[config.mk]
export PLATFORM = sky130hd
export DESIGN_NAME = fsm_saw_receiver
export DESIGN_NICKNAME = d
export VERILOG_FILES = /design/src/rtl/saw_pkg.sv /design/src/rtl/sat_counter.sv /design/src/rtl/fsm_saw_receiver.sv
export SDC_FILE = /design/constraint.sdc
export NUM_CORES = 1
export LEC_CHECK = 0
export ABC_AREA = 1
export BUFFER_PORTS_ARGS = -buffer_cell sky130_fd_sc_hd__buf_2
export CAP_MARGIN = 20
export CORE_ASPECT_RATIO = 1.4
export CORE_MARGIN = 2
export CORE_UTILIZATION = 52
export DETAILED_ROUTE_END_ITERATION = 10
export GPL_ROUTABILITY_DRIVEN = 0
export HOLD_SLACK_MARGIN = 0.1
export PLACE_DENSITY = 0.78
export SLEW_MARGIN = 10
export SYNTH_ARGS = -nofsm -noshare
export SYNTH_HDL_FRONTEND = slang
export SYNTH_SLANG_ARGS = --single-unit
[constraint.sdc]
create_clock -name clk -period 1.6 [get_ports clk]
set_input_delay 0.08 -clock clk [delete_from_list [all_inputs] [get_ports clk]]
set_output_delay 0.08 -clock clk [all_outputs]
set_load 0.1 [all_outputs]
[src/rtl/saw_pkg.sv]
// saw_pkg: shared Stop-and-Wait ARQ definitions used by the transmitter and receiver.
package saw_pkg;
   localparam int SEQ_W_DEF  = 1;
   localparam int DATA_W_DEF = 8;
   typedef enum logic [1:0] {
      ST_IDLE    = 2'd0,
      ST_CHECK   = 2'd1,
      ST_DELIVER = 2'd2,
      ST_ACK     = 2'd3
   } rx_state_e;
   typedef struct packed {
      logic [SEQ_W_DEF-1:0]  seq;
      logic [DATA_W_DEF-1:0] data;
      logic                  err;
   } frame_t;
endpackage

[src/rtl/sat_counter.sv]
// sat_counter: event counter that sticks at its maximum value instead of wrapping.
module sat_counter #(
   parameter int CNT_W = 8
) (
   input  logic             clk,
   input  logic             rstn,
   input  logic             inc,
   output logic [CNT_W-1:0] count
);
   logic [CNT_W-1:0] count_q, count_d;
   always_comb count_d = (inc && count_q != '1) ? count_q + 1'b1 : count_q;
   always_ff @(posedge clk) begin
      if (!rstn) count_q <= '0;
      else       count_q <= count_d;
   end
   assign count = count_q;
endmodule

[src/rtl/fsm_saw_receiver.sv]
// fsm_saw_receiver: Stop-and-Wait ARQ receiver; checks frames, delivers in-order payloads
// and returns cumulative ACKs carrying the next expected sequence number.
import saw_pkg::*;
module fsm_saw_receiver #(
   parameter int DATA_W = DATA_W_DEF,
   parameter int SEQ_W  = SEQ_W_DEF,
   parameter int CNT_W  = 8
) (
   input  logic              clk,
   input  logic              rstn,
   input  logic              frm_valid,
   input  logic [SEQ_W-1:0]  frm_seq,
   input  logic [DATA_W-1:0] frm_data,
   input  logic              frm_err,
   output logic              deliver_valid,
   output logic [DATA_W-1:0] deliver_data,
   input  logic              deliver_ready,
   output logic              ack_send,
   output logic [SEQ_W-1:0]  ack_seq,
   output logic [CNT_W-1:0]  err_cnt,
   output logic [CNT_W-1:0]  dup_cnt,
   output logic [CNT_W-1:0]  drop_cnt
);
   rx_state_e         state_q, state_d;
   logic [SEQ_W-1:0]  rn_q, rn_d;
   logic [SEQ_W-1:0]  seq_q, seq_d;
   logic [DATA_W-1:0] data_q, data_d;
   logic              err_inc, dup_inc, drop_inc;
   always_comb begin
      state_d = state_q;
      rn_d    = rn_q;
      seq_d   = seq_q;
      data_d  = data_q;
      case (state_q)
         ST_IDLE: begin
            if (frm_valid && !frm_err) begin
               seq_d   = frm_seq;
               data_d  = frm_data;
               state_d = ST_CHECK;
            end
         end
         ST_CHECK:   state_d = (seq_q == rn_q) ? ST_DELIVER : ST_ACK;
         ST_DELIVER: begin
            if (deliver_ready) begin
               rn_d    = rn_q + 1'b1;
               state_d = ST_ACK;
            end
         end
         ST_ACK:     state_d = ST_IDLE;
         default:    state_d = ST_IDLE;
      endcase
   end
   always_ff @(posedge clk) begin
      if (!rstn) begin
         state_q <= ST_IDLE;
         rn_q    <= '0;
         seq_q   <= '0;
         data_q  <= '0;
      end else begin
         state_q <= state_d;
         rn_q    <= rn_d;
         seq_q   <= seq_d;
         data_q  <= data_d;
      end
   end
   // Any frame arriving outside IDLE is lost; its error flag is irrelevant.
   assign err_inc  = (state_q == ST_IDLE) && frm_valid && frm_err;
   assign dup_inc  = (state_q == ST_CHECK) && (seq_q != rn_q);
   assign drop_inc = (state_q != ST_IDLE) && frm_valid;
   assign deliver_valid = (state_q == ST_DELIVER);
   assign deliver_data  = data_q;
   assign ack_send      = (state_q == ST_ACK);
   assign ack_seq       = rn_q;
   sat_counter #(.CNT_W(CNT_W)) u_err_cnt  (.clk(clk), .rstn(rstn), .inc(err_inc),  .count(err_cnt));
   sat_counter #(.CNT_W(CNT_W)) u_dup_cnt  (.clk(clk), .rstn(rstn), .inc(dup_inc),  .count(dup_cnt));
   sat_counter #(.CNT_W(CNT_W)) u_drop_cnt (.clk(clk), .rstn(rstn), .inc(drop_inc), .count(drop_cnt));
endmodule

Yosys cells after proc, flatten, opt, wreduce, memory -nomap -nowiden

Index checks and enable logic that the tools add are counted.
Widths: inputs -> output; s select.

Register bits after elaboration: 36
Input bits: 14
Output and inout port bits: 35

$add $sub $neg: 4
Equal/unequal tests: 10
Multiplexer cells: 4
Reduce and logical (&&, ||, !) cells: 14

Operator list:

| cell                | number |
|---|---|
| $add 8x1->8 const B | 3 |
| $ne 8x8->1 const B  | 3 |
| $logic_and 1x1->1   | 8 |
| $pmux 2 s4          | 1 |
| $reduce_and 2->1    | 3 |
| $eq 2x2->1 const B  | 2 |
| $mux 2              | 2 |
| $eq 2x1->1 const B  | 1 |
| $logic_not 2->1     | 1 |
| $ne 2x1->1 const B  | 1 |
| $ne 2x2->1 const B  | 1 |
| $reduce_bool 2->1   | 1 |
| $add 1x1->1 const B | 1 |
| $eq 1x1->1          | 1 |
| $logic_not 1->1     | 1 |
| $mux 1              | 1 |
| $ne 1x1->1          | 1 |

Longest topological paths before layout

Word-level depth: 4
Mapped depth: 9
Mapped depth without buffers: 9

By module

A second synthesis with hierarchy kept.

Cells, all modules: 302
Area, all modules: 2043.2 µm²

Modules (own cells, without submodules):

| module           | instances | cells an instance | area each (µm²) | sequential area each (µm²) |
|---|---|---|---|---|
| sat_counter      | 3         | 76                | 496.7           | 160.2 |
| fsm_saw_receiver | 1         | 74                | 553.0           | 240.2 |

Worst setup path after synthesis

OpenSTA, ideal clock, no wires.

Kind: reg-to-reg
From: reg u_dup_cnt.count_q[0], in the netlist u_dup_cnt.count[0]
To: reg u_dup_cnt.count_q[0], in the netlist u_dup_cnt.count[0]
Library setup time: 0.117 ns
Data arrival time: 1.932 ns
Data required time: 1.483 ns
Path slack: -0.449 ns
Cell stages (with the launch flop): 9
Buffers on the path: 0
Cells stage by stage: dfxtp_1 ha_1 nand2_1 nor2_4 nand2_2 nand2_4 inv_2 nor2_1 nor2_1

Word-level cells in the longest chain between the ends: 2

RTL lines:

| item                                                                | RTL line          | source |
|---|---|---|
| start, declared                                                     | sat_counter.sv:10 | `logic [CNT_W-1:0] count_q, count_d;` |
| start signal, assigned                                              | sat_counter.sv:14 | `else count_q <= count_d;` |
| parallel branches: the longest is 2 deep, another holds $add 8x1->8 | --                |  |

Several ways; the timed one is not identified.
A chain may end at the register's enable or synchronous reset.

Worst setup path in the final report

From: reg state_q[1]
To: reg u_err_cnt.count_q[7], in the netlist u_err_cnt.count[7]

Word-level cells in the longest chain between the ends: 4

RTL lines:

| item                           | RTL line               | source |
|---|---|---|
| start, declared                | fsm_saw_receiver.sv:24 | `rx_state_e state_q, state_d;` |
| start signal, assigned         | fsm_saw_receiver.sv:60 | `state_q <= state_d;` |
| $logic_not 2->1                | fsm_saw_receiver.sv:67 | `assign err_inc = (state_q == ST_IDLE) && frm_valid && frm_err;` |
| $logic_and 1x1->1 (2 in a row) | fsm_saw_receiver.sv:67 |  |
| $logic_and 1x1->1              | sat_counter.sv:11      | `always_comb count_d = (inc && count_q != '1) ? count_q + 1'b1 : count_q;` |
| end signal, assigned           | sat_counter.sv:14      |  |
| end, declared                  | sat_counter.sv:10      |  |

No other way between the ends.

==> impl_metrics.yaml <==
synthesis:
  synth_cell_types: 24
  postSynth.topFlopCell: "sky130_fd_sc_hd__dfxtp_1"
  yosys_register_bits: 36
  synth_seq_area_share_pct: 36.73
  synthesis.area_per_instance_um2: 6.932
  syn_nets: 305
  synth_async_reset_ratio_pct: 0
  number_of_standard_cells_after_synthesis: 283
  synth-edff-count: 0
  post_synth_instance_area_um2: 1962
  synth-warning-count: 0
power:
  seqPwrFrac_pct: 31.1
  vdd_drop_max_uv: 1499
  netSwitchingPower_w: 0.001389
  clock_power_share_pct: 32.2
  static-leakage-power_nw: 1.217
  p_int_w: 0.002057
  combinationalPowerShare_pct: 36.7
  p_sw_share_pct: 40.31
  p_per_area_nw_per_um2: 1356
final_layout:
  mostFrequentLayoutCells: "sky130_fd_sc_hd__nand2_1 (62), sky130_fd_sc_hd__buf_2 (48), sky130_fd_sc_hd__inv_1 (41)"
  layout_commonest_cell: "sky130_fd_sc_hd__nand2_1"
  area.growth.synth_to_final_pct: 29.59
  layout-drive-gt1-share_pct: 30.35
  post-route-cell-area_um2: 2542
  final_util_pct: 69.78
  antenna_cells: 0
  final_nets: 367
drt:
  route.antenna.remaining_nets: 0
  average_via_count_per_standard_cell: 5.028
  initialDrtViolationCount: 63
  drc: 0
  post_drt_wl_per_cell_um: 11.16
  routed_wirelength_um: 4329
  drt_pass1_iterations: 7
  routed-via-count: 1951
global_route:
  via_count_of_the_first_global_routing_pass: 1771
  grt_antenna_before_repair: 0
  sum_of_overflow_across_all_layers_after_global_routing: 0
  grt_pass1_wl_um: 7431
  largest_net_degree_at_the_start_of_global_routing: 22
  grt_usage_pct: 21.66
setup_path:
  crit_arrival_ns: 1.72
  worstPathMaxFanout: 6
  critical_path_sink_type: "flip-flop"
  worstSetupStartpointType: "flip-flop"
  worstPathRequired_ns: 1.82
  crit_chain: "inv_1 > ha_1 > nand2_2 > nor2_4 > nand2_2 > nor2_1 > nor2_1 > nor2_1"
  largest_stage_delay_on_the_critical_path_ns: 0.34
  cpMaxStageDelayCell: "sky130_fd_sc_hd__dfxtp_1"
  critical-path-top-cell-by-count: "sky130_fd_sc_hd__nor2_1"
  critical_path_class: "reg2reg"
timing:
  final_min_period_over_clock_period_pct: 93.66
  slew_violations: 0
  rsz0062_at_grt: "true"
  worst_slew_margin_rel_pct: 65.51
  clock.fmax_ghz: 0.6673
  setup_slack_ns: 0.1014
  fin_crit_ns: 1.499
  finClkSkew_ns: 0.004887
  final.setup.tns_ns: 0
  finalSetupViolations: 0
  final_layout_worst_hold_slack_ns: 0.1169
  max_slew.worst_pin.slew_ns: 0.5167
  report.final.hold_viol_count: 0
die:
  rows: 26
  start_util_pct: 53.85
  top_level_ports: 49
  dieWidth_um: 55.91
  die_h_um: 76.68
  floorplan.core_area_um2: 3643
  die_area_um2: 4287
cts:
  cts_resized: 0
  numClockSinks: 36
  max-clock-path-buffers: 2
  cts_root_buf: "sky130_fd_sc_hd__clkbuf_8"
  clock_latency_ns: 0.29
  cts_tree: "done"
  cts_inserted_buffers: 5
  cts.reportedPaths.clkPinSlew_ns: 0.07
  htreeDepth: 2
status:
  outcome: "finished, final reports clean"
place:
  numPortBuffers: 48
  postPlaceCellArea_um2: 2287
  detailedPlacementHpwl_um: 3035
  place_ws_ns: 0.1319
flow_run:
  timing.max_cap.violations: 0
min_path:
  min-delay-path-class: "in2reg"
[cells by family after synthesis]
group / Yosys count / synth area share, %
buffers and inverters: 48 / 10.01
adder cells (fa/ha/maj): 8 / 5.102
XOR/XNOR: 6 / 2.679
AND/OR/NAND/NOR: 150 / 36.35
flip-flops: 36 / 36.73
AO/OA/AOI/OAI: 35 / 9.120
[critical path: cells and delay by family (launching register included)]
kind | cells | cell delay, ns
buf+inv | 1 | 0.14
fa+ha+maj | 1 | 0.29
simple gates | 6 | 0.68
flops | 1 | 0.34
[layer usage]
metal / track usage (%) / wire (um)
met5: 0 / 0
met2: 38.45 / 2197
met3: 5.396 / 204
met1: 24.23 / 1830
met4: 9.286 / 97
[what timing repair did]
action / 4_1_cts / 5_1_grt
hold endpoints to repair: 9 / 0
buffers inserted: 0 / 0
hold buffers: 9 / 0
setup endpoints to repair: 0 / 2
[power groups by stage]
stage / Sequential, W / Combinational [W] / Clock [W]
6_report: 0.00107 / 0.00126 / 0.00111
5_1_grt: 0.00109 / 0.00135 / 0.00118
4_1_cts: 0.00107 / 0.00125 / 0.00113
3_5_place_dp: 0.00109 / 0.00122 / 0
3_3_place_gp: 0.00108 / 0.00120 / 0
2_1_floorplan: 0.00154 / 0.000595 / 0
[registers in the layout (all words and copies together) (netlist names)]
signal and count:
u_err_cnt.count 8, u_drop_cnt.count 8, u_dup_cnt.count 8, seq_q 1, deliver_data 8, state_q 2
ack_seq 1
[path summary, 6_finish.rpt]
kind | startpoint | to | slack [ns] | depth (start not counted)
worst max-delay path | state_q[1] | u_err_cnt.count[7] | 0.10 | 8
worst min-delay path | deliver_ready | ack_seq | 0.12 | 4
worst max register to register | state_q[1] | u_err_cnt.count[7] | 0.10 | 8
worst min register to register | deliver_data[6] | deliver_data[6] | 0.44 | 2
[through the flow]
| stage | power, W | std cells |
|---|---|---|
| floorplan | 0.002132 | 283 |
| global placement | 0.002284 | 370 |
| detailed placement | 0.002308 | 370 |
| CTS | 0.003452 | 387 |
| global route | 0.003617 | 388 |
| finish | 0.003447 | 388 |
[final cells by class]
cell class | instances | area (um^2)
Inverter | 42 | 157.7
Clock buffer | 5 | 68.82
Sequential cell | 36 | 767.0
Timing Repair Buffer | 60 | 352.8
Tap cell | 42 | 52.55
Fill cell | 322 | 1101
Multi-Input combinational cell | 200 | 1054
Clock inverter | 3 | 90.09
[cells in the mapped netlist (4+ instances only)]
cell | number | area [um^2]
sky130_fd_sc_hd__nor2_4 | 5 | 56.30
sky130_fd_sc_hd__nand4_1 | 9 | 56.30
sky130_fd_sc_hd__ha_1 | 8 | 100.1
sky130_fd_sc_hd__xor2_1 | 6 | 52.55
sky130_fd_sc_hd__nand2_2 | 5 | 31.28
sky130_fd_sc_hd__o21ai_0 | 11 | 55.05
sky130_fd_sc_hd__nand3_1 | 21 | 105.1
sky130_fd_sc_hd__nand2_1 | 62 | 232.7
sky130_fd_sc_hd__inv_1 | 41 | 153.9
sky130_fd_sc_hd__a21oi_1 | 22 | 110.1
sky130_fd_sc_hd__dfxtp_1 | 36 | 720.7
sky130_fd_sc_hd__nor2_1 | 37 | 138.9
sky130_fd_sc_hd__nand2_4 | 4 | 45.04
(Power assumes the default switching activity.)
